[src/rtl/nvme_track_update_arb_if.sv]
// Request/response/tracker bundle for nvme_track_update_arb.
// master = arbiter side, slave = requesters plus tracker side.
interface nvme_track_update_arb_if #(
    parameter int ID_BITS   = 4,
    parameter int INFO_BITS = 2
);
    localparam int unsigned N = 2 ** ID_BITS;

    logic [N-1:0]         req_valid;
    logic [N-1:0]         req_ready;
    logic                 rsp_valid;
    logic [ID_BITS-1:0]   rsp_id;
    logic [INFO_BITS-1:0] rsp_data;
    logic                 rsp_ready;
    logic                 track_init;
    logic [N-1:0]         track_status;
    logic                 track_update;
    logic [ID_BITS-1:0]   track_update_id;
    logic                 track_update_done;
    logic [INFO_BITS-1:0] track_update_data;

    modport master (
        input  req_valid, rsp_ready, track_init, track_status,
               track_update_done, track_update_data,
        output req_ready, rsp_valid, rsp_id, rsp_data,
               track_update, track_update_id
    );

    modport slave (
        output req_valid, rsp_ready, track_init, track_status,
               track_update_done, track_update_data,
        input  req_ready, rsp_valid, rsp_id, rsp_data,
               track_update, track_update_id
    );
endinterface

[src/rtl/nvme_track_update_arb.sv]
// Round-robin scheduler sharing the tracker's single track_update port.
// Optional macro NVME_TRACK_ARB_STATUS_FILTER_EN: skip polls of IDs whose track_status bit is 0.
module nvme_track_update_arb #(
    parameter int ID_BITS   = 4,
    parameter int INFO_BITS = 2
) (
    input  logic                   axi_aclk,
    input  logic                   axi_aresetn,
    nvme_track_update_arb_if.master bus
);
    localparam int unsigned N = 2 ** ID_BITS;

    localparam logic [2:0] ST_INIT  = 3'd0;
    localparam logic [2:0] ST_IDLE  = 3'd1;
    localparam logic [2:0] ST_ISSUE = 3'd2;
    localparam logic [2:0] ST_WAIT  = 3'd3;
    localparam logic [2:0] ST_RESP  = 3'd4;

    logic [2:0]           state_q, state_d;
    logic [ID_BITS-1:0]   ptr_q, ptr_d;
    logic [ID_BITS-1:0]   upd_id_q, upd_id_d;
    logic                 rsp_valid_q, rsp_valid_d;
    logic [ID_BITS-1:0]   rsp_id_q, rsp_id_d;
    logic [INFO_BITS-1:0] rsp_data_q, rsp_data_d;

    logic [N-1:0]         req_ready_c;
    logic [ID_BITS-1:0]   grant_id;
    logic [ID_BITS-1:0]   scan_idx;
    logic                 grant_found;

    // Scan ptr+1 .. ptr+N; the ID_BITS-wide add wraps modulo N by itself.
    always_comb begin
        grant_id    = '0;
        grant_found = 1'b0;
        scan_idx    = '0;
        for (int unsigned i = 1; i <= N; i++) begin
            scan_idx = ptr_q + ID_BITS'(i);
            if (!grant_found && bus.req_valid[scan_idx]) begin
                grant_found = 1'b1;
                grant_id    = scan_idx;
            end
        end
    end

    always_comb begin
        state_d     = state_q;
        ptr_d       = ptr_q;
        upd_id_d    = upd_id_q;
        rsp_valid_d = rsp_valid_q;
        rsp_id_d    = rsp_id_q;
        rsp_data_d  = rsp_data_q;
        req_ready_c = '0;
        case (state_q)
            ST_INIT: begin
                if (bus.track_init) state_d = ST_IDLE;
            end
            ST_IDLE: begin
                if (grant_found) begin
                    req_ready_c[grant_id] = 1'b1;
                    upd_id_d              = grant_id;
                    ptr_d                 = grant_id;
                    state_d               = ST_ISSUE;
`ifdef NVME_TRACK_ARB_STATUS_FILTER_EN
                    if (!bus.track_status[grant_id]) begin
                        state_d     = ST_RESP;
                        rsp_valid_d = 1'b1;
                        rsp_id_d    = grant_id;
                        rsp_data_d  = '0;
                    end
`endif
                end
            end
            ST_ISSUE: begin
                state_d = ST_WAIT;
            end
            ST_WAIT: begin
                if (bus.track_update_done) begin
                    rsp_valid_d = 1'b1;
                    rsp_id_d    = upd_id_q;
                    rsp_data_d  = bus.track_update_data;
                    state_d     = ST_RESP;
                end
            end
            ST_RESP: begin
                if (bus.rsp_ready) begin
                    rsp_valid_d = 1'b0;
                    state_d     = ST_IDLE;
                end
            end
            default: begin
                state_d = ST_INIT;
            end
        endcase
    end

`ifndef NVME_TRACK_ARB_STATUS_FILTER_EN
    logic unused_track_status;
    assign unused_track_status = ^bus.track_status;
`endif

    always_ff @(posedge axi_aclk or negedge axi_aresetn) begin
        if (!axi_aresetn) begin
            state_q     <= ST_INIT;
            ptr_q       <= '1;
            upd_id_q    <= '0;
            rsp_valid_q <= 1'b0;
            rsp_id_q    <= '0;
            rsp_data_q  <= '0;
        end else begin
            state_q     <= state_d;
            ptr_q       <= ptr_d;
            upd_id_q    <= upd_id_d;
            rsp_valid_q <= rsp_valid_d;
            rsp_id_q    <= rsp_id_d;
            rsp_data_q  <= rsp_data_d;
        end
    end

    assign bus.req_ready       = req_ready_c;
    assign bus.track_update    = (state_q == ST_ISSUE);
    assign bus.track_update_id = upd_id_q;
    assign bus.rsp_valid       = rsp_valid_q;
    assign bus.rsp_id          = rsp_id_q;
    assign bus.rsp_data        = rsp_data_q;
endmodule
[src/flat_wrapper.sv]
// flat-port wrapper written by rule: the top's interface ports become plain ports
module nvme_track_update_arb_flat 
#(
    parameter int ID_BITS   = 4,
    parameter int INFO_BITS = 2
)
  (axi_aclk, axi_aresetn, bus_req_valid, bus_rsp_ready, bus_track_init, bus_track_status, bus_track_update_done, bus_track_update_data, bus_req_ready, bus_rsp_valid, bus_rsp_id, bus_rsp_data, bus_track_update, bus_track_update_id);
  nvme_track_update_arb_if #(.ID_BITS(ID_BITS), .INFO_BITS(INFO_BITS)) bus_i ();
  input  logic axi_aclk;
  input  logic axi_aresetn;
  input wire logic [$bits(bus_i.req_valid)-1:0] bus_req_valid;
  input wire logic [$bits(bus_i.rsp_ready)-1:0] bus_rsp_ready;
  input wire logic [$bits(bus_i.track_init)-1:0] bus_track_init;
  input wire logic [$bits(bus_i.track_status)-1:0] bus_track_status;
  input wire logic [$bits(bus_i.track_update_done)-1:0] bus_track_update_done;
  input wire logic [$bits(bus_i.track_update_data)-1:0] bus_track_update_data;
  output wire logic [$bits(bus_i.req_ready)-1:0] bus_req_ready;
  output wire logic [$bits(bus_i.rsp_valid)-1:0] bus_rsp_valid;
  output wire logic [$bits(bus_i.rsp_id)-1:0] bus_rsp_id;
  output wire logic [$bits(bus_i.rsp_data)-1:0] bus_rsp_data;
  output wire logic [$bits(bus_i.track_update)-1:0] bus_track_update;
  output wire logic [$bits(bus_i.track_update_id)-1:0] bus_track_update_id;
  assign bus_i.req_valid = bus_req_valid;
  assign bus_i.rsp_ready = bus_rsp_ready;
  assign bus_i.track_init = bus_track_init;
  assign bus_i.track_status = bus_track_status;
  assign bus_i.track_update_done = bus_track_update_done;
  assign bus_i.track_update_data = bus_track_update_data;
  assign bus_req_ready = bus_i.req_ready;
  assign bus_rsp_valid = bus_i.rsp_valid;
  assign bus_rsp_id = bus_i.rsp_id;
  assign bus_rsp_data = bus_i.rsp_data;
  assign bus_track_update = bus_i.track_update;
  assign bus_track_update_id = bus_i.track_update_id;
  nvme_track_update_arb #(.ID_BITS(ID_BITS), .INFO_BITS(INFO_BITS)) u_core (.axi_aclk(axi_aclk), .axi_aresetn(axi_aresetn), .bus(bus_i));
endmodule
[config.mk]
export PLATFORM = sky130hd
export DESIGN_NAME = nvme_track_update_arb_flat
export DESIGN_NICKNAME = d
export VERILOG_FILES = /design/src/rtl/nvme_track_update_arb_if.sv /design/src/rtl/nvme_track_update_arb.sv /design/src/flat_wrapper.sv
export SDC_FILE = /design/constraint.sdc
export NUM_CORES = 1
export LEC_CHECK = 0
export CAP_MARGIN = 20
export CORE_MARGIN = 2
export CORE_UTILIZATION = 49
export CTS_CLUSTER_SIZE = 20
export DETAILED_ROUTE_END_ITERATION = 6
export PLACE_DENSITY = 0.75
export SKIP_LAST_GASP = 1
export SLEW_MARGIN = 20
export SYNTH_ARGS = -nofsm -noshare
export SYNTH_HDL_FRONTEND = slang
export SYNTH_SLANG_ARGS = --single-unit
[constraint.sdc]
create_clock -name axi_aclk -period 7.1 [get_ports axi_aclk]
set_input_delay 2.13 -clock axi_aclk [delete_from_list [all_inputs] [get_ports axi_aclk]]
set_output_delay 2.13 -clock axi_aclk [all_outputs]
set_load 0.1 [all_outputs]
After elaboration in Yosys (flattened, before gate mapping):

Cells that the tools add are included.

* register bits after elaboration: 18
* logic and storage cells: 160

* add/subtract/negate cells: 15
* mux-type cells: 76
* eq/ne operators: 8
* reductions and logical operators: 37
* $lt $le $gt $ge: 18

Operators by type and width (count)
* $lt 4x5->1 const B: 17
* $bmux 1 s4: 16
* $mux 4: 16
* $mux 1: 35
* $add 4x4->4 const B: 8
* $mux 16: 2
* $add 4x3->4 const B: 4
* $logic_and 1x1->1: 16
* $logic_not 1->1: 15
* $pmux 3 s5: 1
* $mux 3: 4
* $add 4x2->4 const B: 2
* $eq 3x2->1 const B: 2
* $ne 2x2->1 const B: 3
* $add 4x1->4 const B: 1
* $demux 1 s4: 1
* $ge 4x1->1 const B: 1
* $reduce_and 2->1: 2
* $reduce_and 4->1: 1
* $eq 3x1->1 const B: 1
* $eq 3x3->1 const B: 1
* $logic_not 3->1: 1
* $reduce_and 3->1: 1
* $ne 2x1->1 const B: 1
* 2 further kinds: 2

Logic depth before layout (Yosys ltp):

* depth after elaboration: 55
* gate-level depth with buffers: 19
* depth with buffers taken out: 11

Worst setup path before layout:

No wires, ideal clock.

* kind: in2out
* from: input port bus_req_valid[11]
* to: output port bus_req_ready[9]
* data arrival time: 7.654 ns
* path slack: -2.684 ns
* buffers on the path: 1
* stages: 10
* data required time: 4.970 ns
* cell sequence: mux2_1 > mux4_2 > mux2_4 > nor4b_4 > nand3_1 > o221a_1 > a211o_1 > o31a_1 > buf_1 > nor4b_1

* word-level cells in the longest chain between the ends: 54
* elaborated cells on any way between the ends: 101
* those cells by class: order compare (2); mux (68); reduce/logical (31)

Ends and longest elaborated chain
* from (decl): RTL line flat_wrapper.sv:11 `input wire logic [$bits(bus_i.req_valid)-1:0] bus_req_valid;`
* $bmux 1 s4: RTL line nvme_track_update_arb.sv:38 `if (!grant_found && bus.req_valid[scan_idx]) begin`
* $mux 1 (not written as such): RTL line nvme_track_update_arb.sv:38
* $mux 1: RTL line nvme_track_update_arb.sv:38
* $logic_not 1->1: RTL line nvme_track_update_arb.sv:38
* $logic_and 1x1->1: RTL line nvme_track_update_arb.sv:38
* $mux 1: RTL line nvme_track_update_arb.sv:38
* $logic_not 1->1: RTL line nvme_track_update_arb.sv:38
* $logic_and 1x1->1: RTL line nvme_track_update_arb.sv:38
* [... 38 more ...]
* $logic_and 1x1->1: RTL line nvme_track_update_arb.sv:38
* $mux 4: RTL line nvme_track_update_arb.sv:38
* $lt 4x5->1 (not written as such) / $ge 4x1->1 (equally long branches): RTL line nvme_track_update_arb.sv:59 `req_ready_c[grant_id] = 1'b1;`
* $logic_and 1x1->1 (not written as such): RTL line nvme_track_update_arb.sv:59
* $mux 1 (not written as such): RTL line nvme_track_update_arb.sv:59
* $demux 1 s4
* $mux 16 *: RTL line nvme_track_update_arb.sv:58 `if (grant_found) begin`
* $mux 16 *: RTL line nvme_track_update_arb.sv:53 `case (state_q)`
* to (decl): RTL line flat_wrapper.sv:17 `output wire logic [$bits(bus_i.req_ready)-1:0] bus_req_ready;`

Every way passes the cells marked *; elsewhere a longest branch is shown, timed or not. The select of a mux whose other input is x is not followed.

Worst setup path in the final report:

* from: input port bus_req_valid[8]
* to: output port bus_req_ready[6]

Same word-level chain as after synthesis.

==> out/qor.txt <==
=====================================================================================
Most frequent standard cell in the layout excluding fill and tap cells   sky130_fd_sc_hd__buf_4
Worst Reg2Reg Path Length in Cells                                                 17
Synthesis Warnings                                                                  0
Leading cell types by total area after synthesis                         sky130_fd_sc_hd__mux4_2 (17%), sky130_fd_sc_hd__dfrtp_1 (9.6%), sky130_fd_sc_hd__mux2i_1 (9.3%), sky130_fd_sc_hd__mux2_2 (7.4%), sky130_fd_sc_hd__mux2_1 (3.7%)
Worst min-delay path endpoint                                            u_core.bus.rsp_id[0]
Number of distinct library cells after synthesis                                   69
# IOs                                                                              67
Worst hold path startpoint                                               u_core.bus.rsp_id[0]
Insertion delay to the later sink of the worst-skew pair                      0.26 ns
Worst setup EP type                                                       output port
Synthesized netlist cell count                                                    398
Cell chosen for the clock root                                           sky130_fd_sc_hd__clkbuf_8
Netlist area before placement                                               3650 um^2
Detail-routed via count per cell                                                 6.77
Drt total wl                                                                15,500 um
Initial cell density of the core                                                50.5%
Status                                                                   finished with violations
Share of Yosys cell area claimed by the top area cell type                      17.3%
Global router's overall resource usage                                          36.2%
Setup slack on the worst flop-to-flop path                                    2.80 ns
Least setup slack across all paths after layout                             -0.503 ns
Startpoint of the worst register-to-register path                        u_core.ptr_q[1]
Core Footprint                                                              7210 um^2
Full die area                                                               8150 um^2
RSZ-0062 raised after global routing                                              yes
First-pass GRT wire length                                                  23,600 um
Crit-path cells                                                          buf_6 > buf_4 > mux4_2 > mux2i_4 > buf_4 > mux2i_1 > buf_4 > nand2b_1 > o221ai_1 > o221ai_2 > and3_4 > or2_4 > buf_12 > nor4b_4 > buf_12
Library cell with the largest summed area after synthesis                sky130_fd_sc_hd__mux4_2
Fin cells                                                                         665
Final min period                                                              7.60 ns
Number of global-route vias before repair                                       4,521
CP Class                                                                       in2out
Die span in x                                                                 90.3 um
Share of cells above drive strength 1                                           53.2%
Final core utilization                                                          83.6%
Critical Path Start Type                                                    input pin
Antenna Diode Count                                                                 0
Hold Path Class                                                               reg2reg
ANT nets after route                                                                0
Global placer's final weighted congestion                                        1.01
Maximum fanout count along the critical path                                        7
Wire per inst                                                                 23.3 um
Commonest non-fill, non-tap cells in the layout                          sky130_fd_sc_hd__buf_4 (124), sky130_fd_sc_hd__mux4_2 (28), sky130_fd_sc_hd__nand2_1 (27), sky130_fd_sc_hd__nor2_1 (27), sky130_fd_sc_hd__a21oi_1 (24)
Vertical die dimension                                                        90.3 um
Worst Hold Depth                                                                    2
Post-detailed-placement half-perimeter wirelength                           10,500 um
Count of endpoints failing setup in the final report                               16
Clock-pin slew on the worst setup and hold paths                              0.06 ns
Number of sinks handled by clock tree synthesis                                    18
Required time reported for the critical path endpoint                         4.97 ns
Number of antenna violations at the first check in global routing                   0
Net count of the finished layout                                                  614
Critical Path Max Stage Delay                                                 0.53 ns
Worst r2r dst                                                            u_core.bus.track_update_id[0]
Critical path's most frequent cell                                       sky130_fd_sc_hd__buf_4
Clock tree from TritonCTS                                                        done
Syn Area/Cell                                                               9.16 um^2
TritonCTS buffer count                                                              3
Overall via count from detail_route                                             4,501
Total iterations of the first detailed-routing run                                  5
Count of buffering cells on the critical path with inverters included               6
MaxCap Viol Count                                                                   0
Failing checks                                                           setup timing
EDFF count, synth                                                                   0
Total of flip-flops plus latches after synthesis                                   18
Max-Slew Margin vs Limit                                                        33.7%
Post-cts hold buffer count                                                          0
CP arrival                                                                    5.47 ns
Number of placed cells counting well taps                                         632
Number of port buffers                                                             50
Ys async rst share                                                               100%
Dpl ws                                                                      -0.922 ns
Core Rows                                                                          31
CP top delay family                                                      buffers and inverters
CTS H-tree depth                                                                    1
Number of DRC markers after the initial detailed-route iteration                  561
Signed area change from the synthesized netlist to the final layout             65.5%
Max Clock Freq                                                                132 MHz
Sequential fraction of the synthesis area                                       12.5%
GRT overflow                                                                        0
Cell with the largest stage delay on the worst path                      sky130_fd_sc_hd__mux4_2
Endpoints failing hold                                                              0
Post-synth top flop                                                      sky130_fd_sc_hd__dfrtp_1
Largest net degree at the start of global routing                                  31
Fin Clk Skew                                                               0.00385 ns
Synthesized net count                                                             445
DRC violations left                                                                 0
Actual transition at the worst max-transition pin                            0.992 ns
Post-route clock period utilization                                              107%
Bufs on Longest Clock Path                                                          2
Max Transition Viols Final                                                          0
=====================================================================================
-- tightest hold or removal path, cell delays in order (launching register included) --
cell	delay, ns
sky130_fd_sc_hd__dfrtp_1	0.35
sky130_fd_sc_hd__nand2_1	0.05
sky130_fd_sc_hd__o21ai_0	0.07
-- metrics by stage --
stage	hold slack, ns	area (um^2)	TNS, ns
after floorplan	0.475	3930	-9.46
after CTS	0.497	5840	-6.54
final	0.501	6030	-7.26
after global placement	0.470	5420	-12.69
after detailed placement	0.477	5420	-13.94
after global routing	0.528	6030	-8.42
-- what timing repair did --
action                                 in CTS  in global routing
endpoints found under the hold margin       0                  0
cloned                                      2                  0
pin swaps                                  15                 13
gates resized for setup                   119                 30
setup buffers                              20                  8
setup endpoints to repair                  16                 16
-- worst max path at each step --
stage / from / end / slack (ns) / cells past startpoint
2_1_floorplan: bus_req_valid[1] / bus_req_ready[11] / -0.72 / 10
6_report: bus_req_valid[8] / bus_req_ready[6] / -0.50 / 15
4_1_cts: bus_req_valid[9] / bus_req_ready[11] / -0.49 / 12
3_3_place_gp: bus_req_valid[6] / bus_req_ready[11] / -0.85 / 12
3_5_place_dp: bus_req_valid[12] / bus_req_ready[8] / -0.92 / 13
5_1_grt: bus_req_valid[14] / bus_req_ready[1] / -0.57 / 17
-- layer usage --
| metal | up-vias | wire length (um) | part of all wire (%) | global-route usage, % |
|---|---|---|---|---|
| met5 | - | 0 | 0 | 0 |
| met2 | 321 | 7540 | 49 | 62.7 |
| met1 | 2163 | 5590 | 36 | 46.7 |
| met4 | 0 | 868 | 5.6 | 13.6 |
| met3 | 97 | 1520 | 9.8 | 3.92 |
| li1 | 1920 | - | - | - |
-- synthesized netlist by cell type (all sizes together) (11+ instances only) --
cell   number
o21ai      14
nor3       22
nand3      11
a21oi      24
mux4       28
nand2      27
mux2       37
mux2i      35
buf        18
nor2       28
dfrtp      14
-- registers in the layout, indices dropped and copies added, names as in the netlist --
register and cells:
u_core.bus.rsp_data 2, u_core.bus.track_update_id 4, u_core.state_q 3, u_core.bus.rsp_valid 1
u_core.ptr_q 4, u_core.bus.rsp_id 4
-- final cells by class --
cell class / count / area [um^2]
multi-input cells: 345 / 3520
clock buffers: 4 / 55.1
inverters: 8 / 30.0
flip-flops and latches: 18 / 455
well taps: 99 / 124
repair buffers: 191 / 1850
fillers: 400 / 1180
-- cells by family (layout without fill, tap and decap cells) --
logic type,count (synthesis),after routing,synth area share (%)
and+or+nand+nor,131,131,20.4
muxes,100,100,38.5
AOI/OAI and AO/OA,92,93,17.5
buffers and inverters,36,203,5.18
DFF,18,18,12.5
xor gates and xnor gates,13,13,3.12
adders and majority gates,8,8,2.75
Power is not shown: default switching activity piles up to over one toggle a cycle in this logic, so the estimate is an artifact.
==> edit: new RTL, same flow settings <==
Make the reset (`axi_aresetn`) synchronous in one clocked block.
--- a/src/rtl/nvme_track_update_arb.sv
+++ b/src/rtl/nvme_track_update_arb.sv
@@ -99,5 +99,5 @@
 `endif
 
-    always_ff @(posedge axi_aclk or negedge axi_aresetn) begin
+    always_ff @(posedge axi_aclk) begin
         if (!axi_aresetn) begin
             state_q     <= ST_INIT;
Check against the original RTL: differs if axi_aresetn is asserted again (counterexample within 4 cycles, from zero or initial values and one cycle with axi_aresetn low); with axi_aresetn held inactive, the same outputs for 10 cycles.
==> edit against the unedited design <==
- the run still ends with setup timing left
- synthesized area fell by 1.5%
- routed wire length decreased by 15%
- worst setup slack improved by 0.25 ns
- sequential cell count unchanged
- via count down 8.7%
- cell area down 6.9%
- highest routed layer unchanged
Power is left out: the tool's default activity adds up to more than one toggle a clock period on the data nets, which glitch-free logic cannot reach.
==> edit: results <==
metrics = {
    "status": {
        "run_status": "complete, but fails checks",
        "violations": "setup timing",
    },
    "layout": {
        "nFillCells": 443,
        "design_area_sq_mm": 0.00562,
        "fin_cells": 648,
        "drive_gt1_share_pct": 51.5,
        "fin_nets": 597,
    },
    "timing": {
        "hold_viol_final": 0,
        "finalSetupTns_ns": -3.28,
        "setup_viol": 16,
        "fin_ws_ns": -0.256,
        "worstMarginPinSlew_ns": 0.979,
    },
    "placed_design": {
        "dp_slack_ns": -0.770,
        "dp_cells": 626,
        "place.gp.congestion": 0.936,
        "hpwl_microns": 9350,
    },
    "clocking": {
        "cts_htree_levels": 1,
    },
    "worst_setup_path": {
        "critical-path-top-delay-family": "simple AND/OR/NAND/NOR gates",
        "arrival_ns": 5.23,
        "cp_max_fo": 5,
    },
    "synthesis": {
        "synth_cell_types": 83,
        "synthArstFlopShare_pct": 0,
        "synth_adder_area_share_pct": 2.79,
        "synth_mux_area_share_pct": 38.3,
        "synth_compound_area_share_pct": 18.1,
        "synth_flop_cell": "dfxtp_1",
        "synthTopCellsByArea": "mux4_2 (13%), dfxtp_1 (10%), mux2i_1 (10%)",
        "netlist_top_cells_count": "nor2_1 (40), mux2i_1 (36), mux2_2 (29), nand2_1 (29), mux4_2 (21)",
        "synth-seq-area-share_pct": 10.0,
        "synth_nets": 452,
        "syn-mean-instance-area_sq_um": 8.87,
    },
    "grt": {
        "grt_max_degree": 29,
        "grt_pass1_vias": 3924,
        "track_usage_pct": 32.2,
        "grt_pass1_wl_microns": 19900,
    },
    "worst_hold_path": {
        "hp-class": "register to register",
    },
    "route": {
        "dr.pass1.iters": 6,
        "drt-total-wl_microns": 13200,
        "drt_iter0_markers": 343,
        "avgViaCountPerCell": 6.34,
    },
}
==> edit: repair_timing <==
item,CTS,global route
buffers inserted,10,8
pin swaps,16,27
setup endpoints to repair,16,16
gates resized for setup,118,25
==> edit: worst paths after layout <==
| kind | start | to | slack (ns) | cells after the start |
|---|---|---|---|---|
| max | bus_req_valid[14] | bus_req_ready[12] | -0.26 | 13 |
| min | u_core.bus.rsp_valid | u_core.bus.rsp_valid | 0.48 | 2 |
| min reg2reg | u_core.bus.rsp_valid | u_core.bus.rsp_valid | 0.48 | 2 |
| max reg2reg | u_core.ptr_q[1] | u_core.ptr_q[3] | 2.73 | 16 |
==> edit: cells by family (layout without fill, tap and decap cells) <==
kind of cell,Yosys count,count (layout)
flops,18,18
simple gates,140,140
buf+inv,36,180
mux,100,100
fa+ha+maj,8,8
xor+xnor,12,12
compound gates,91,91
==> edit: per-layer routing <==
metal | GRT usage [%] | vias up | wire [microns]
li1 | - | 1855 | -
met1 | 43.4 | 2037 | 5400
met2 | 55.3 | 181 | 6700
met3 | 2.38 | 38 | 807
met4 | 9.77 | 0 | 304
met5 | 0 | - | 0
==> edit: cell type report <==
type	count	area share, %
flip-flops and latches	18	6.41
inverters	14	0.935
repair buffers	162	27.8
multi-input cells	351	61.7
well taps	99	2.20
clock buffers	4	0.980
==> edit: worst register-to-register path, stage by stage (launching register included) <==
cell and delay, ns:
dfxtp_1 0.35, inv_1 0.19, ha_1 0.41, buf_4 0.34
mux2_2 0.41, mux2_2 0.29, mux4_2 0.55, nor2_4 0.16
nand4_4 0.15, buf_6 0.18, buf_8 0.13, buf_4 0.13
nor3_2 0.28, buf_4 0.18, a21boi_1 0.18, and2_1 0.25
o21ai_1 0.12
